==> config.mk <==
export PLATFORM = sky130hd
export DESIGN_NAME = control_multi_flat
export DESIGN_NICKNAME = d
export VERILOG_FILES = /design/src/rtl/control_multi_if.sv /design/src/rtl/control_multi.sv /design/src/flat_wrapper.sv
export SDC_FILE = /design/constraint.sdc
export NUM_CORES = 1
export LEC_CHECK = 0
export ABC_AREA = 1
export CAP_MARGIN = 20
export CORE_AREA = 2 2 39 41
export CTS_CLUSTER_SIZE = 10
export DETAILED_ROUTE_END_ITERATION = 10
export DIE_AREA = 0 0 41 43
export DONT_BUFFER_PORTS = 1
export GPL_ROUTABILITY_DRIVEN = 0
export PLACE_DENSITY = 0.5
export SYNTH_ARGS = -nofsm -noshare
export SYNTH_HDL_FRONTEND = slang
export SYNTH_SLANG_ARGS = --single-unit
==> constraint.sdc <==
create_clock -name clk -period 1.3 [get_ports clk]
set_input_delay 0 -clock clk [delete_from_list [all_inputs] [get_ports clk]]
set_output_delay 0 -clock clk [all_outputs]
set_load 0.02 [all_outputs]
==> src/rtl/control_multi_if.sv <==
// control_multi_if: opcode-in / control-out bundle between the multi-cycle controller and its datapath
//   opcode       6  IR[31:26] from the datapath
//   PCWrite..RegDst  mux selects and write enables driven by the controller
//   instr_done   1  final cycle of an instruction
//   illegal_op   1  unknown opcode seen in DECODE
//   state        4  controller state (debug)
//   master: controller side, slave: datapath side
interface control_multi_if;
   logic [5:0] opcode;
   logic       PCWrite, PCWriteCond, IorD, MemRead, MemWrite, IRWrite, MemtoReg;
   logic [1:0] PCSource, ALUOp, ALUSrcB;
   logic       ALUSrcA, RegWrite, RegDst, instr_done, illegal_op;
   logic [3:0] state;
   modport master (
      input  opcode,
      output PCWrite, PCWriteCond, IorD, MemRead, MemWrite, IRWrite, MemtoReg,
             PCSource, ALUOp, ALUSrcB, ALUSrcA, RegWrite, RegDst, instr_done, illegal_op, state
   );
   modport slave (
      output opcode,
      input  PCWrite, PCWriteCond, IorD, MemRead, MemWrite, IRWrite, MemtoReg,
             PCSource, ALUOp, ALUSrcB, ALUSrcA, RegWrite, RegDst, instr_done, illegal_op, state
   );
endinterface

==> src/rtl/control_multi.sv <==
// control_multi: Moore FSM sequencing the multi-cycle MIPS datapath (LW/SW/R/BEQ/J/ADDI + illegal trap)
//   clk    rising-edge clock
//   reset  asynchronous active-high reset, returns to FETCH
//   bus    control_multi_if.master: opcode in, all datapath controls out
module control_multi #(
   parameter logic [5:0] OP_RTYPE = 6'd0,
   parameter logic [5:0] OP_LW    = 6'd35,
   parameter logic [5:0] OP_SW    = 6'd43,
   parameter logic [5:0] OP_BEQ   = 6'd4,
   parameter logic [5:0] OP_J     = 6'd2,
   parameter logic [5:0] OP_ADDI  = 6'd8
) (
   input logic clk,
   input logic reset,
   control_multi_if.master bus
);
   typedef enum logic [3:0] {
      FETCH = 4'd0, DECODE = 4'd1, MEMADR = 4'd2, MEMRD = 4'd3, MEMWB = 4'd4, MEMWR = 4'd5,
      EXEC = 4'd6, RWB = 4'd7, BRANCH = 4'd8, JUMP = 4'd9, ADDIEX = 4'd10, ADDIWB = 4'd11
   } state_t;
   state_t st, nx;
   logic pc_write, pc_write_cond, mem_write, ir_write, reg_write, done;
   logic [5:0] op;
   logic legal;
   assign op = bus.opcode;
   assign legal = op == OP_RTYPE || op == OP_LW || op == OP_SW || op == OP_BEQ || op == OP_J || op == OP_ADDI;
   always_ff @(posedge clk or posedge reset)
      if (reset) st <= FETCH;
      else       st <= nx;
   always_comb begin
      nx            = FETCH;
      pc_write      = 1'b0;
      pc_write_cond = 1'b0;
      mem_write     = 1'b0;
      ir_write      = 1'b0;
      reg_write     = 1'b0;
      done          = 1'b0;
      bus.IorD      = 1'b0;
      bus.MemRead   = 1'b0;
      bus.MemtoReg  = 1'b0;
      bus.PCSource  = 2'b00;
      bus.ALUOp     = 2'b00;
      bus.ALUSrcA   = 1'b0;
      bus.ALUSrcB   = 2'b00;
      bus.RegDst    = 1'b0;
      case (st)
         FETCH: begin
            bus.MemRead = 1'b1;
            ir_write    = 1'b1;
            bus.ALUSrcB = 2'b01;
            pc_write    = 1'b1;
            nx          = DECODE;
         end
         DECODE: begin
            bus.ALUSrcB = 2'b11;
            done        = !legal;
            nx = (op == OP_LW || op == OP_SW) ? MEMADR :
                 op == OP_RTYPE ? EXEC :
                 op == OP_BEQ   ? BRANCH :
                 op == OP_J     ? JUMP :
                 op == OP_ADDI  ? ADDIEX : FETCH;
         end
         MEMADR, ADDIEX: begin
            bus.ALUSrcA = 1'b1;
            bus.ALUSrcB = 2'b10;
            nx = st == ADDIEX ? ADDIWB : op == OP_SW ? MEMWR : MEMRD;
         end
         MEMRD: begin
            bus.MemRead = 1'b1;
            bus.IorD    = 1'b1;
            nx          = MEMWB;
         end
         MEMWB: begin
            reg_write    = 1'b1;
            bus.MemtoReg = 1'b1;
            done         = 1'b1;
         end
         MEMWR: begin
            mem_write = 1'b1;
            bus.IorD  = 1'b1;
            done      = 1'b1;
         end
         EXEC: begin
            bus.ALUSrcA = 1'b1;
            bus.ALUOp   = 2'b10;
            nx          = RWB;
         end
         RWB: begin
            reg_write  = 1'b1;
            bus.RegDst = 1'b1;
            done       = 1'b1;
         end
         BRANCH: begin
            bus.ALUSrcA   = 1'b1;
            bus.ALUOp     = 2'b01;
            pc_write_cond = 1'b1;
            bus.PCSource  = 2'b01;
            done          = 1'b1;
         end
         JUMP: begin
            pc_write     = 1'b1;
            bus.PCSource = 2'b10;
            done         = 1'b1;
         end
         ADDIWB: begin
            reg_write = 1'b1;
            done      = 1'b1;
         end
         default: nx = FETCH;
      endcase
   end
   // Reset already forces st to FETCH; gating the enables keeps the FETCH writes from firing while held
   assign bus.PCWrite     = pc_write & ~reset;
   assign bus.PCWriteCond = pc_write_cond & ~reset;
   assign bus.MemWrite    = mem_write & ~reset;
   assign bus.IRWrite     = ir_write & ~reset;
   assign bus.RegWrite    = reg_write & ~reset;
   assign bus.instr_done  = done & ~reset;
   assign bus.illegal_op  = st == DECODE && !legal && !reset;
   assign bus.state       = st;
endmodule

==> src/flat_wrapper.sv <==
// flat-port wrapper written by rule: the top's interface ports become plain ports
module control_multi_flat 
#(
   parameter logic [5:0] OP_RTYPE = 6'd0,
   parameter logic [5:0] OP_LW    = 6'd35,
   parameter logic [5:0] OP_SW    = 6'd43,
   parameter logic [5:0] OP_BEQ   = 6'd4,
   parameter logic [5:0] OP_J     = 6'd2,
   parameter logic [5:0] OP_ADDI  = 6'd8
)
  (clk, reset, bus_opcode, bus_PCWrite, bus_PCWriteCond, bus_IorD, bus_MemRead, bus_MemWrite, bus_IRWrite, bus_MemtoReg, bus_PCSource, bus_ALUOp, bus_ALUSrcB, bus_ALUSrcA, bus_RegWrite, bus_RegDst, bus_instr_done, bus_illegal_op, bus_state);
  control_multi_if bus_i ();
  input logic clk;
  input logic reset;
  input wire logic [$bits(bus_i.opcode)-1:0] bus_opcode;
  output wire logic [$bits(bus_i.PCWrite)-1:0] bus_PCWrite;
  output wire logic [$bits(bus_i.PCWriteCond)-1:0] bus_PCWriteCond;
  output wire logic [$bits(bus_i.IorD)-1:0] bus_IorD;
  output wire logic [$bits(bus_i.MemRead)-1:0] bus_MemRead;
  output wire logic [$bits(bus_i.MemWrite)-1:0] bus_MemWrite;
  output wire logic [$bits(bus_i.IRWrite)-1:0] bus_IRWrite;
  output wire logic [$bits(bus_i.MemtoReg)-1:0] bus_MemtoReg;
  output wire logic [$bits(bus_i.PCSource)-1:0] bus_PCSource;
  output wire logic [$bits(bus_i.ALUOp)-1:0] bus_ALUOp;
  output wire logic [$bits(bus_i.ALUSrcB)-1:0] bus_ALUSrcB;
  output wire logic [$bits(bus_i.ALUSrcA)-1:0] bus_ALUSrcA;
  output wire logic [$bits(bus_i.RegWrite)-1:0] bus_RegWrite;
  output wire logic [$bits(bus_i.RegDst)-1:0] bus_RegDst;
  output wire logic [$bits(bus_i.instr_done)-1:0] bus_instr_done;
  output wire logic [$bits(bus_i.illegal_op)-1:0] bus_illegal_op;
  output wire logic [$bits(bus_i.state)-1:0] bus_state;
  assign bus_i.opcode = bus_opcode;
  assign bus_PCWrite = bus_i.PCWrite;
  assign bus_PCWriteCond = bus_i.PCWriteCond;
  assign bus_IorD = bus_i.IorD;
  assign bus_MemRead = bus_i.MemRead;
  assign bus_MemWrite = bus_i.MemWrite;
  assign bus_IRWrite = bus_i.IRWrite;
  assign bus_MemtoReg = bus_i.MemtoReg;
  assign bus_PCSource = bus_i.PCSource;
  assign bus_ALUOp = bus_i.ALUOp;
  assign bus_ALUSrcB = bus_i.ALUSrcB;
  assign bus_ALUSrcA = bus_i.ALUSrcA;
  assign bus_RegWrite = bus_i.RegWrite;
  assign bus_RegDst = bus_i.RegDst;
  assign bus_instr_done = bus_i.instr_done;
  assign bus_illegal_op = bus_i.illegal_op;
  assign bus_state = bus_i.state;
  control_multi #(.OP_RTYPE(OP_RTYPE), .OP_LW(OP_LW), .OP_SW(OP_SW), .OP_BEQ(OP_BEQ), .OP_J(OP_J), .OP_ADDI(OP_ADDI)) u_core (.clk(clk), .reset(reset), .bus(bus_i));
endmodule
-- After elaboration in Yosys (flattened, before gate mapping)
Cells that the tools add are included.
- output and inout port bits: 22
- register bits after elaboration: 4
- word-level logic and storage cells: 65
- bits of input ports: 8
- equality and inequality tests: 16
- bitwise operators: 7
- multiplexer cells: 22
- reductions and logical operators: 19
- operators by type and width (operator ; count):
    $mux W4 ; 6
    $pmux W4 S5 ; 1
    $eq A4 B3 Y1 const B ; 4
    $eq A4 B4 Y1 const B ; 4
    $eq A6 B6 Y1 const B ; 2
    $mux W1 ; 10
    $eq A4 B2 Y1 const B ; 2
    $pmux W2 S2 ; 2
    $reduce_or A2 Y1 ; 4
    $and A1 B1 Y1 ; 6
    $eq A6 B2 Y1 const B ; 1
    $eq A6 B3 Y1 const B ; 1
    $eq A6 B4 Y1 const B ; 1
    $logic_not A6 Y1 ; 1
    $logic_or A1 B1 Y1 ; 6
    $pmux W2 S3 ; 1
    $reduce_or A6 Y1 ; 1
    $eq A4 B1 Y1 const B ; 1
    $logic_not A4 Y1 ; 1
    $reduce_or A4 Y1 ; 1
    $mux W3 ; 1
    $reduce_or A3 Y1 ; 1
    $logic_and A1 B1 Y1 ; 2
    $logic_not A1 Y1 ; 2
    2 further kinds ; 2

-- Longest topological paths before layout
- depth in word-level cells: 9
- depth in mapped cells: 7
- gate-level depth less buffers: 7

-- Least setup slack after synthesis
Ideal clock, no wire load.
- path type: flip-flop to output port
- from: register u_core.st[2] (netlist: u_core.bus.state[2])
- to: output port bus_PCWrite
- data required time: 1300 ps
- cell stages (with the launch flop): 6
- arrival: 1512 ps
- setup slack: -212 ps
- buffers on the path: 0
- cells stage by stage: dfrtp_1 -> inv_2 -> nand2_4 -> nor2_1 -> nand2_1 -> o21ai_1
- cells in the longest elaborated chain, start to end: 4
- elaborated cells between the ends (all ways): 5
- classes of those cells: eq/ne (1); mux (1); bitwise (1); reduce/logical (2)
- RTL lines (element ; RTL line ; RTL):
    start, declared ; control_multi.sv:21 ; state_t st, nx;
    start signal, assigned ; control_multi.sv:29 ; else st <= nx;
    $eq A4 B4 Y1 or $logic_not A4 Y1 (tied branches) ; control_multi.sv:46 ; case (st)
    $reduce_or A2 Y1 (no line) (*) ; - ;
    $mux W1 (*) ; control_multi.sv:46 ;
    $and A1 B1 Y1 (*) ; control_multi.sv:113 ; assign bus.PCWrite = pc_write & ~reset;
    end, declared ; flat_wrapper.sv:16 ; output wire logic [$bits(bus_i.PCWrite)-1:0] bus_PCWrite;
Every way passes the cells marked *; elsewhere a longest branch is shown, timed or not.

-- Worst setup path in the final report
- from: register u_core.st[1] (netlist: u_core.bus.state[1])
- to: output port bus_IorD
- cells in the longest elaborated chain, start to end: 3
- elaborated cells between the ends (all ways): 4
- classes of those cells: eq/ne (2); mux (1); reduce/logical (1)
- RTL lines (element ; RTL line ; RTL):
    $eq A4 B2 Y1 or $eq A4 B3 Y1 (tied branches) ; control_multi.sv:46 ;
    $reduce_or A2 Y1 (no line) (*) ; - ;
    $mux W1 (*) ; control_multi.sv:46 ;
    end, declared ; flat_wrapper.sv:18 ; output wire logic [$bits(bus_i.IorD)-1:0] bus_IorD;
Marks and branches as above.

==> qor.txt <==
Number of synthesized flops with an enable pin: 0
Final hold viol count: 0
Via Count: 619
Yosys warns: 0
DP HPWL: 1080 um
Most common cell in the netlist: nand2_1
Layout cell share with drive strength beyond 1: 0.456
Antenna violations before repair: 0
Placed cell area: 622 sq um
Pre-CTS WS: 0.0681 ns
Placed Instances: 120
CORE AREA: 1380 sq um
Kind of end point of the critical path: output port
Post-Syn Instances: 91
Synth area leaders: dfrtp_1, nand2_1, nor2_1
PnR worst setup slack: -0.0526 ns
Psw: 0.607 mW
Critical Path Source: u_core.bus.state[1]$_DFF_PP0_
Global-route wire length before repair: 2110 um
Leak pwr: 0.419 nW
Number of global-route vias before repair: 537
Tightest Pin Transition: 0.393 ns
Minimum hold slack: 0.00820 ns
Iter 0 DRT Violations: 6
Synth-to-Final Area Change: 56.4%
Final cell count without fillers: 130
WS Path Type: reg -> out
Cell-internal power: 0.579 mW
Worst hold path startpoint: bus_opcode[2]
Most frequent cells after synthesis: nand2_1, nor2_1, inv_1
Async set-reset flop share out of synthesis: 1.00
Min Tclk post-route: 1.35 ns
Pin count of the biggest net entering global routing: 8
Final instance area: 767 sq um
ANT nets after route: 0
Rows: 14
Slew HR: 0.737
Antenna cells: 0
Post-synthesis cell area: 490 sq um
Max reg flops: 4
Max-Cap Viols: 0
Period utilisation layout: 1.04
Final WL: 1360 um
Peak Freq: 739 MHz
Area of the multi-input gates: 395 sq um
FF/Latch Area: 103 sq um
RSZ-0062 raised after global routing: true
Total CTS buffers: 3
Clock share of power: 0.130
Power Dens Cells: 1550 nW/um^2
I/O Buffers: 0
Syn_area_per_cell: 5.39 sq um
Die H: 43 um
Pre-Repair DR Iteration Count: 4
Post-Syn Nets: 99
Synth cell types: 17
Worst-Skew Late Latency: 0.24 ns
Nets: 124
Finished Core Util: 0.554
CP startpoint kind: flip-flop
Worst reg2reg path startpoint: u_core.bus.state[0]$_DFF_PP0_
Combinational share of power: 0.703
Setup violators final: 3
Worst Hold Class: in -> reg
Crit path arrival time: 1.35 ns
Final Skew: 0.00291 ns
Top cell type's share of synthesized area: 0.204
Die Footprint: 1760 sq um
DR vias/cell: 4.76
H-tree Lvls: 1
CTS sink cnt: 4
CP max FO: 4
VDD IR max: 0.677 mV
Sequential share of the synthesized area: 0.204
CTS tree: built
Root Driver: clkbuf_4
Clock tree buffer depth: 2
Failing checks: negative setup slack
Sequential Power Share: 0.167
DRC: 0
Ports: 30
Yosys top cell by area: dfrtp_1
Die W: 41 um
Initial core utilization: 0.354
Status: finished, violations left
Number of fillers in the final layout: 138
Ys flop type: dfrtp_1
Clk slew on worst S/H paths: 0.04 ns
Sw Share: 0.512
Total congestion overflow: 0
DR WL/cell: 10.5 um
GRT Total Usage: 0.179
Flops & latches, synth: 4
Fin. max-slew vios: 0
WP data required: 1.30 ns
-- final timing paths --
kind / to / slack (ns) / cells past startpoint
setup / recovery: bus_IorD / -0.05 / 5
hold / removal: u_core.bus.state[1]$_DFF_PP0_ / 0.008 / 3
setup reg to reg: u_core.bus.state[0]$_DFF_PP0_ / 0.13 / 6
hold reg to reg: u_core.bus.state[3]$_DFF_PP0_ / 0.68 / 2
max in group asynchronous: u_core.bus.state[3]$_DFF_PP0_ / 0.92 / 2
min in group asynchronous: u_core.bus.state[1]$_DFF_PP0_ / 0.15 / 2
-- power groups by stage --
stage                     combinational [mW]  sequential [mW]  clock (mW)
final                                  0.833            0.199       0.154
after global routing                   0.901            0.202       0.165
after CTS                              0.788            0.194       0.157
after detailed placement               0.682            0.197           0
after global placement                 0.678            0.196           0
after floorplan                        0.465            0.226           0
-- logic make-up (layout without fill, tap and decap cells) --
group,Yosys count,count (layout),synth area share
AOI/OAI and AO/OA,6,6,0.0739
buffers and inverters,18,41,0.138
and+or+nand+nor,63,63,0.584
DFF,4,4,0.204
-- metal layers --
metal / GRT usage / routed length (um)
met2: 0.281 / 692
met4: 0.100 / 10
met5: 0 / 0
met3: 0.0471 / 80
met1: 0.208 / 580
-- worst max-delay path: stages (launching register included) --
cell and delay, ns:
dfrtp_1 0.40, buf_4 0.18, nand2_1 0.10, nor2_1 0.20
inv_1 0.11, nand2_2 0.13
-- cell usage in the layout, fill, tap and decap left out --
master	Yosys	layout
o21bai_1	2	2
nand2_4	1	4
dlygate4sd3_1	0	1
nor2_2	3	6
inv_2	3	4
inv_1	15	13
o21ai_0	1	1
nand3_2	1	1
o22ai_1	1	1
inv_4	0	1
buf_4	0	18
buf_6	0	1
dfrtp_1	4	2
nor2_4	1	3
clkbuf_4	0	3
dfrtp_2	0	2
nor2_1	20	15
nand2_1	24	16
o21ai_4	0	1
nand3b_1	1	1
nand2_2	2	7
nand3_1	10	10
a21oi_2	0	1
-- what timing repair did --
action	CTS	global route
hold buffers	1	0
setup buffers	5	1
gates cloned	0	0
pin swaps	7	5
endpoints found under the setup margin	8	12
endpoints found under the hold margin	4	0
resized for setup	13	9
-- cell type report --
type                            count  share of cell area
Multi-Input combinational cell     69               0.515
Timing Repair Buffer               20               0.204
Sequential cell                     4               0.134
Inverter                           18              0.0914
Clock buffer                        3              0.0294
Tap cell                           16              0.0261
-- metrics by stage --
step                power [mW]  TNS [ns]
finish                    1.19    -0.131
global route              1.27    -0.514
CTS                       1.14    -0.122
detailed placement       0.879         0
global placement         0.874         0
floorplan                0.691  -0.00325
No activity file was read; power rests on OpenSTA's default activity.
